--- config.mk ---
export PLATFORM = sky130hd
export DESIGN_NAME = ring_rr_arbiter
export DESIGN_NICKNAME = d
export VERILOG_FILES = /design/src/rtl/ring_arb_pkg.sv /design/src/rtl/rr_select.sv /design/src/rtl/ring_rr_arbiter.sv
export SDC_FILE = /design/constraint.sdc
export NUM_CORES = 1
export LEC_CHECK = 0
export CORE_UTILIZATION = 45
export CTS_CLUSTER_DIAMETER = 80
export DETAILED_ROUTE_END_ITERATION = 12
export HOLD_SLACK_MARGIN = 0.03
export PLACE_DENSITY = 0.68
export SYNTH_ARGS = -nofsm -noshare
export SYNTH_HDL_FRONTEND = slang
export SYNTH_SLANG_ARGS = --single-unit
--- constraint.sdc ---
create_clock -name clock -period 2.05 [get_ports clock]
set_input_delay 0.3075 -clock clock [delete_from_list [all_inputs] [get_ports clock]]
set_output_delay 0.3075 -clock clock [all_outputs]
set_load 0.01 [all_outputs]
--- src/rtl/ring_arb_pkg.sv ---
// ring_arb_pkg: shared state type, ring helpers and defaults for ring_rr_arbiter.
package ring_arb_pkg;

    typedef enum logic {IDLE, OWNED} state_t;

    localparam int MAX_HOLD_DEFAULT = 8;
    localparam int MAX_W = 32;

    // Helpers work on a fixed-width carrier; callers cast back to their own width.
    function automatic logic [MAX_W-1:0] rotl1(input logic [MAX_W-1:0] v, input int w);
        logic [MAX_W-1:0] r;
        r = '0;
        for (int i = 0; i < MAX_W; i++)
            if (i < w) r[(i + 1) % w] = v[i];
        return r;
    endfunction

    function automatic int onehot_to_idx(input logic [MAX_W-1:0] v);
        int idx;
        idx = 0;
        for (int i = 0; i < MAX_W; i++)
            if (v[i]) idx = idx | i;
        return idx;
    endfunction

endpackage

--- src/rtl/rr_select.sv ---
// rr_select: first set bit of req at or above the one-hot ptr position, wrapping around.
module rr_select #(
    parameter int width = 4
) (
    input  logic [width-1:0] req,
    input  logic [width-1:0] ptr,
    output logic [width-1:0] sel
);

    logic [2*width-1:0] dbl;
    logic [2*width-1:0] low;

    // Lower copy masked below ptr; the upper copy supplies the wrapped candidates.
    assign dbl = {req, req & ~(ptr - 1'b1)};
    assign low = dbl & ~(dbl - 1'b1);
    assign sel = low[width-1:0] | low[2*width-1:width];

endmodule

--- src/rtl/ring_rr_arbiter.sv ---
// ring_rr_arbiter: round-robin arbiter with one-hot ring pointer and registered one-hot grant.
// Optional owner preemption after MAX_HOLD cycles when ARB_TIMEOUT_EN is defined.
module ring_rr_arbiter
    import ring_arb_pkg::*;
#(
    parameter int word_size = 4,
    parameter int MAX_HOLD  = MAX_HOLD_DEFAULT
) (
    input  logic                         clock,
    input  logic                         reset,
    input  logic                         enable,
    input  logic [word_size-1:0]         req,
    output logic [word_size-1:0]         grant,
    output logic [$clog2(word_size)-1:0] grant_id,
    output logic                         busy
);

    localparam int IDW = $clog2(word_size);

    if (word_size < 2 || word_size > MAX_W || MAX_HOLD < 1) begin : g_bad_param
        $error("ring_rr_arbiter: illegal word_size or MAX_HOLD");
    end

    state_t               state;
    state_t               nxt_state;
    logic [word_size-1:0] ptr;
    logic [word_size-1:0] fresh;
    logic [word_size-1:0] others;
    logic [word_size-1:0] rot;
    logic [word_size-1:0] next;
    logic [word_size-1:0] nxt_grant;
    logic                 handoff;
    logic                 issue;
    logic                 timeout;

    rr_select #(.width(word_size)) u_fresh (.req(req),    .ptr(ptr), .sel(fresh));
    rr_select #(.width(word_size)) u_next  (.req(others), .ptr(rot), .sel(next));

    assign others = req & ~grant;
    assign rot    = word_size'(rotl1(MAX_W'(grant), word_size));
    assign busy   = |grant;

    // Handoff happens when the owner lets go, or when it is preempted.
    assign handoff   = state == OWNED && (!(|(req & grant)) || timeout);
    assign nxt_grant = state == IDLE ? fresh : (handoff ? next : grant);
    assign issue     = state == IDLE ? |req : (handoff && |next);
    assign nxt_state = |nxt_grant ? OWNED : IDLE;

`ifdef ARB_TIMEOUT_EN
    localparam int HW = $clog2(MAX_HOLD + 1);
    logic [HW-1:0] hold;
    assign timeout = hold == HW'(MAX_HOLD - 1) && |others;
    always_ff @(posedge clock) begin
        if (reset)
            hold <= '0;
        else if (enable)
            hold <= issue ? '0 : (state == OWNED && hold != HW'(MAX_HOLD - 1)) ? hold + 1'b1 : hold;
    end
`else
    assign timeout = 1'b0;
`endif

    always_ff @(posedge clock) begin
        if (reset) begin
            state    <= IDLE;
            grant    <= '0;
            grant_id <= '0;
            ptr      <= word_size'(1);
        end else if (enable) begin
            state    <= nxt_state;
            grant    <= nxt_grant;
            grant_id <= IDW'(onehot_to_idx(MAX_W'(nxt_grant)));
            if (issue) ptr <= word_size'(rotl1(MAX_W'(nxt_grant), word_size));
        end
    end

endmodule

Word level (Yosys, flattened, before mapping)
Index checks and enable logic that the tools add are counted.
{ "word_totals": {"inputBits": 7, "register_bits": 11, "output_inout_bits": 7} }
{ "classes": {"n_reduce_logical": 9, "mux": 7, "bitwise_logic": 13, "n_addsub": 4} }
{ "ops": {"columns": ["cell", "n"], "rows": [
  ["$reduce_or 4->1", 5],
  ["$and 4x4->4", 4],
  ["$and 8x8->8", 2],
  ["$not 8->8", 2],
  ["$sub 8x1->8 const B", 2],
  ["$not 4->4", 3],
  ["$mux 4", 2],
  ["$or 4x4->4", 2],
  ["$sub 4x1->4 const B", 2],
  ["$mux 2", 2],
  ["$mux 1", 3],
  ["$logic_and 1x1->1", 2],
  ["$reduce_and 2->1", 1],
  ["$logic_not 1->1", 1]
]} }

Depth between registers and ports, before layout
{ "depth": {"depth_word": 12, "mapped_depth": 8, "depth_no_buf": 8} }

Hierarchy
Synthesis repeated with hierarchy kept, for this count alone.
{ "unflattened": {"hier_cells": 117, "area_unflattened_um2": 910.9} }
{ "modules_own_cells": {"columns": ["module", "cells_per_inst", "seq_area_each_um2", "n_inst", "area_each_um2"], "rows": [
  ["ring_rr_arbiter", 71, 220.2, 1, 603.1],
  ["rr_select", 23, 0.0, 2, 153.9]
]} }

Worst setup path before layout
Ideal clock, no wire load.
{ "synth_path": {"path_type": "flip-flop to flip-flop", "start": "register grant[0]", "end": "register ptr[1]", "period_less_slack_ns": 2.042, "slack_ns": 0.008, "path_buffers": 0, "t_arrival_ns": 1.972, "stages_incl_launch_ff": 9, "setup_time_ns": 0.070, "required_time_ns": 1.980, "cell_sequence": "dfxtp_1 > inv_1 > ha_1 > xnor2_2 > a32oi_1 > a221oi_1 > a31oi_4 > nand2b_1 > a21oi_1"} }
{ "synth_via": {"elab_chain_len": 11, "elab_cells_between_ends": 19, "cone_classes": "add/sub (2); mux (3); bitwise (8); reduce/logical (6)"} }
{ "synth_rtl": {"columns": ["element", "line_no", "rtl"], "rows": [
  ["start, declared", "ring_rr_arbiter.sv:13", "output logic [word_size-1:0] grant,"],
  ["start signal, assigned", "ring_rr_arbiter.sv:71", "grant <= nxt_grant;"],
  ["$sub 4x1->4 / $not 4->4 (equally long branches)", "rr_select.sv:14, ring_rr_arbiter.sv:39", null],
  ["$not 4->4 / $and 4x4->4 (equally long branches)", "rr_select.sv:14, ring_rr_arbiter.sv:39", null],
  ["$and 4x4->4", "rr_select.sv:14", "assign dbl = {req, req & ~(ptr - 1'b1)};"],
  ["$sub 8x1->8", "rr_select.sv:15", "assign low = dbl & ~(dbl - 1'b1);"],
  ["$not 8->8", "rr_select.sv:15", null],
  ["$and 8x8->8", "rr_select.sv:15", null],
  ["$or 4x4->4", "rr_select.sv:16", "assign sel = low[width-1:0] | low[2*width-1:width];"],
  ["$reduce_or 4->1", "ring_rr_arbiter.sv:46", "assign issue = state == IDLE ? |req : (handoff && |next);"],
  ["$logic_and 1x1->1", "ring_rr_arbiter.sv:46", null],
  ["$mux 1", "ring_rr_arbiter.sv:46", null],
  ["$reduce_and 2->1 (no line)", null, null],
  ["end signal, assigned", "ring_rr_arbiter.sv:68", "ptr <= word_size'(1);"],
  ["end signal, assigned", "ring_rr_arbiter.sv:73", "if (issue) ptr <= word_size'(rotl1(MAX_W'(nxt_grant), word_size));"],
  ["end, declared", "ring_rr_arbiter.sv:26", "logic [word_size-1:0] ptr;"]
]} }
Several ways; a longest one is shown, not always the timed one.
A chain may end at the register's enable or synchronous reset.

Worst setup path in the final report
{ "layout_path": {"start": "register grant[2]", "end": "register ptr[3]"} }
The elaborated chain is that of the path after synthesis.

==> results.py <==
metrics = {
    "placed_design": {
        "dp_hpwl_um": 1950,
        "io_buffers": 13,
        "placedCellCount": 171,
        "gp_congestion": 0.862,
    },
    "cts": {
        "numCtsBuffers": 3,
        "cts.sinks": 11,
        "cts_buffer_depth": 2,
        "clockRootBuffer": "clkbuf_4",
        "clock_latency_ns": 0.27,
        "cts_tree": "built",
        "cts_htree_levels": 1,
        "clkTransAtPathRegs_ns": 0.07,
        "cts_setup_buffers": 0,
    },
    "global_routing": {
        "gr-usage-met3": 0.0472,
        "grt_use_met2": 0.392,
        "grt_max_degree": 13,
        "grt_pass1_wl_um": 4150,
        "globalRoute.totalOverflow": 0,
        "grt_pass1_vias": 920,
        "antenna_found_initial": 0,
        "use_met1": 0.282,
        "busiest_layer": "met2",
        "track_usage": 0.225,
    },
    "logic_synthesis": {
        "synth_edf_count": 0,
        "ys_warn_count": 0,
        "synth_flop_cell": "dfxtp_1",
        "syn_inst": 117,
        "ys_seq_area_frac": 0.226,
        "syn_avg_cell_area_um2": 8.32,
        "syn_area_um2": 973,
        "synthArstFlopShare": 0,
        "synth.net_count": 126,
        "ys_ff_latch": 11,
        "ys_types": 49,
    },
    "drt": {
        "wl_um": 2570,
        "first_iter_violations": 24,
        "dr.pass1.iters": 4,
        "vias": 1027,
        "drc": 0,
        "wl_per_cell_um": 14.7,
        "viasPerCell": 5.87,
        "ant_nets": 0,
    },
    "hold_path": {
        "min_path_type": "flip-flop to flip-flop",
        "min_path_cells": 2,
    },
    "sta": {
        "max_slew_margin": 0.715,
        "final-max-slew-violation-count": 0,
        "period_needed_ns": 1.96,
        "setup_tns_ns": 0,
        "fin_crit_sh": 0.954,
        "hold_viol_final": 0,
        "finalSetupViolCount": 0,
        "tightestPinTransition_ns": 0.424,
        "skew_ns": 0.00106,
        "fmax_mhz": 511,
    },
    "worst_setup_path": {
        "critPathKind": "flip-flop to flip-flop",
        "crit_chain": "or3_4 -> a311oi_2 -> o211ai_2 -> a31oi_4 -> mux2i_1 -> nor2_1",
        "cpMaxStageDelayCell": "or3_4",
        "slowest_delay_ns": 0.44,
        "cp.required_ns": 2.20,
        "cp-start-kind": "flip-flop",
        "reg2reg_depth": 6,
        "arrival_ns": 2.10,
        "end_kind": "flip-flop",
        "cp_max_fo": 6,
    },
    "job": {
        "maxCapViolCount": 0,
    },
    "die": {
        "core_um2": 2000,
        "io_pins": 14,
        "die_w_um": 48.5,
        "die_area_um2": 2350,
        "rows": 16,
        "start_util": 0.486,
        "dieHeight_um": 48.5,
    },
    "pwr": {
        "switching_share": 0.368,
        "netSwitchingPower_mw": 0.293,
        "combPwrFrac": 0.482,
        "p_int_mw": 0.503,
        "p_seq_frac": 0.331,
        "ir_drop_uv": 564,
        "p_leak_nw": 0.518,
        "clock_power_share": 0.187,
        "powerDensity_nw_per_um2": 605,
    },
    "status": {
        "status": "finished clean",
    },
    "cells_and_area": {
        "fill_cells": 182,
        "area_delta_synth_final_pct": 35.1,
        "drive_gt1_frac": 0.318,
        "diodes": 0,
        "instances_no_fill": 175,
        "layout.nets": 158,
    },
}
[routing by layer]
metal	vias up	wire [um]	share of wire
met1	483	1150	0.45
met2	28	1260	0.49
li1	514	-	-
met4	0	25	0.0097
met5	-	0	0
met3	2	130	0.051
[worst max-delay path, delay by kind of cell, from the launching register on]
family | cells | cell delay, ns
and+or+nand+nor | 2 | 0.49
muxes | 1 | 0.22
AOI/OAI and AO/OA | 3 | 0.76
DFF | 1 | 0.36
[metrics by stage]
stage	area, um2	utilization	power [mW]	hold slack [ns]	setup slack, ns
finish	1320	0.657	0.796	0.495	0.0936
CTS	1270	0.633	0.777	0.492	0.0239
global route	1320	0.657	0.850	0.538	-0.00222
global placement	1240	0.620	0.622	0.475	-0.191
detailed placement	1240	0.620	0.631	0.483	-0.248
floorplan	973	-	0.493	0.460	0.00820
[synth_stat cells (2+ instances only)]
cell	count	area, um2
mux2i_1	5	50.1
nor2b_1	2	12.5
nand3_1	5	25.0
nand2b_1	4	25.0
dfxtp_1	11	220
a21boi_0	3	22.5
nor3_1	2	10.0
a211oi_1	3	22.5
clkbuf_1	2	7.51
inv_1	5	18.8
buf_6	3	33.8
o211ai_2	4	50.1
o21ai_1	2	10.0
a221oi_1	2	17.5
nand3b_1	2	15.0
ha_1	2	25.0
a31oi_1	2	12.5
nor2_1	12	45.0
or4_1	2	15.0
a21oi_1	6	30.0
nand2_1	7	26.3
o211ai_1	4	30.0
[power groups by stage]
stage | clock, mW | combinational (mW) | sequential [mW]
floorplan | 0 | 0.231 | 0.262
global placement | 0 | 0.358 | 0.265
detailed placement | 0 | 0.365 | 0.266
CTS | 0.152 | 0.364 | 0.261
global route | 0.166 | 0.416 | 0.268
finish | 0.149 | 0.383 | 0.264
[state kept, by name, summed over array words and instances, names as in the netlist]
| name | cells |
|---|---|
| ptr | 4 |
| state | 1 |
| grant_id | 2 |
| grant | 4 |
[repair_timing]
action | in CTS | in global routing
endpoints found under the setup margin | 3 | 7
gates cloned | 0 | 0
hold buffers | 0 | 0
resized for setup | 2 | 13
pin swaps | 1 | 5
[layout make-up]
cell class / count / area (um2) / area share
multi-input cells: 94 / 718 / 0.546
repair buffers: 34 / 292 / 0.222
flip-flops and latches: 11 / 226 / 0.172
well taps: 27 / 33.8 / 0.0257
clock buffers: 4 / 26.3 / 0.0200
inverters: 5 / 18.8 / 0.0143
[placed cells by master (no fill, tap or decap), types with 4 or more instances in the layout]
cell	synthesis	routed
nand2_1	7	7
o211ai_2	4	4
nand2b_1	4	4
inv_1	5	5
clkdlybuf4s50_1	0	10
nor2_1	12	12
o211ai_1	4	4
buf_4	0	21
a21oi_1	6	6
nand3_1	5	5
dfxtp_1	11	8
mux2i_1	5	5
[cells by family (layout without fill, tap and decap cells)]
family                   count (synthesis)  after routing  synth area share
AO/OA/AOI/OAI                           37             37             0.315
buffers and inverters                   12             43            0.0746
multiplexers                             5              5            0.0514
XOR/XNOR                                 3              3            0.0347
AND/OR/NAND/NOR                         47             47             0.272
flip-flops                              11             11             0.226
adder cells (fa/ha/maj)                  2              2            0.0257
[path summary, 6_finish.rpt]
check / to / slack, ns / startpoint
max reg2reg: ptr[3] / 0.09 / grant[2]
max: ptr[3] / 0.09 / grant[2]
min reg2reg: grant_id[1] / 0.49 / grant_id[1]
min: grant_id[1] / 0.49 / grant_id[1]
(Power assumes the default switching activity.)
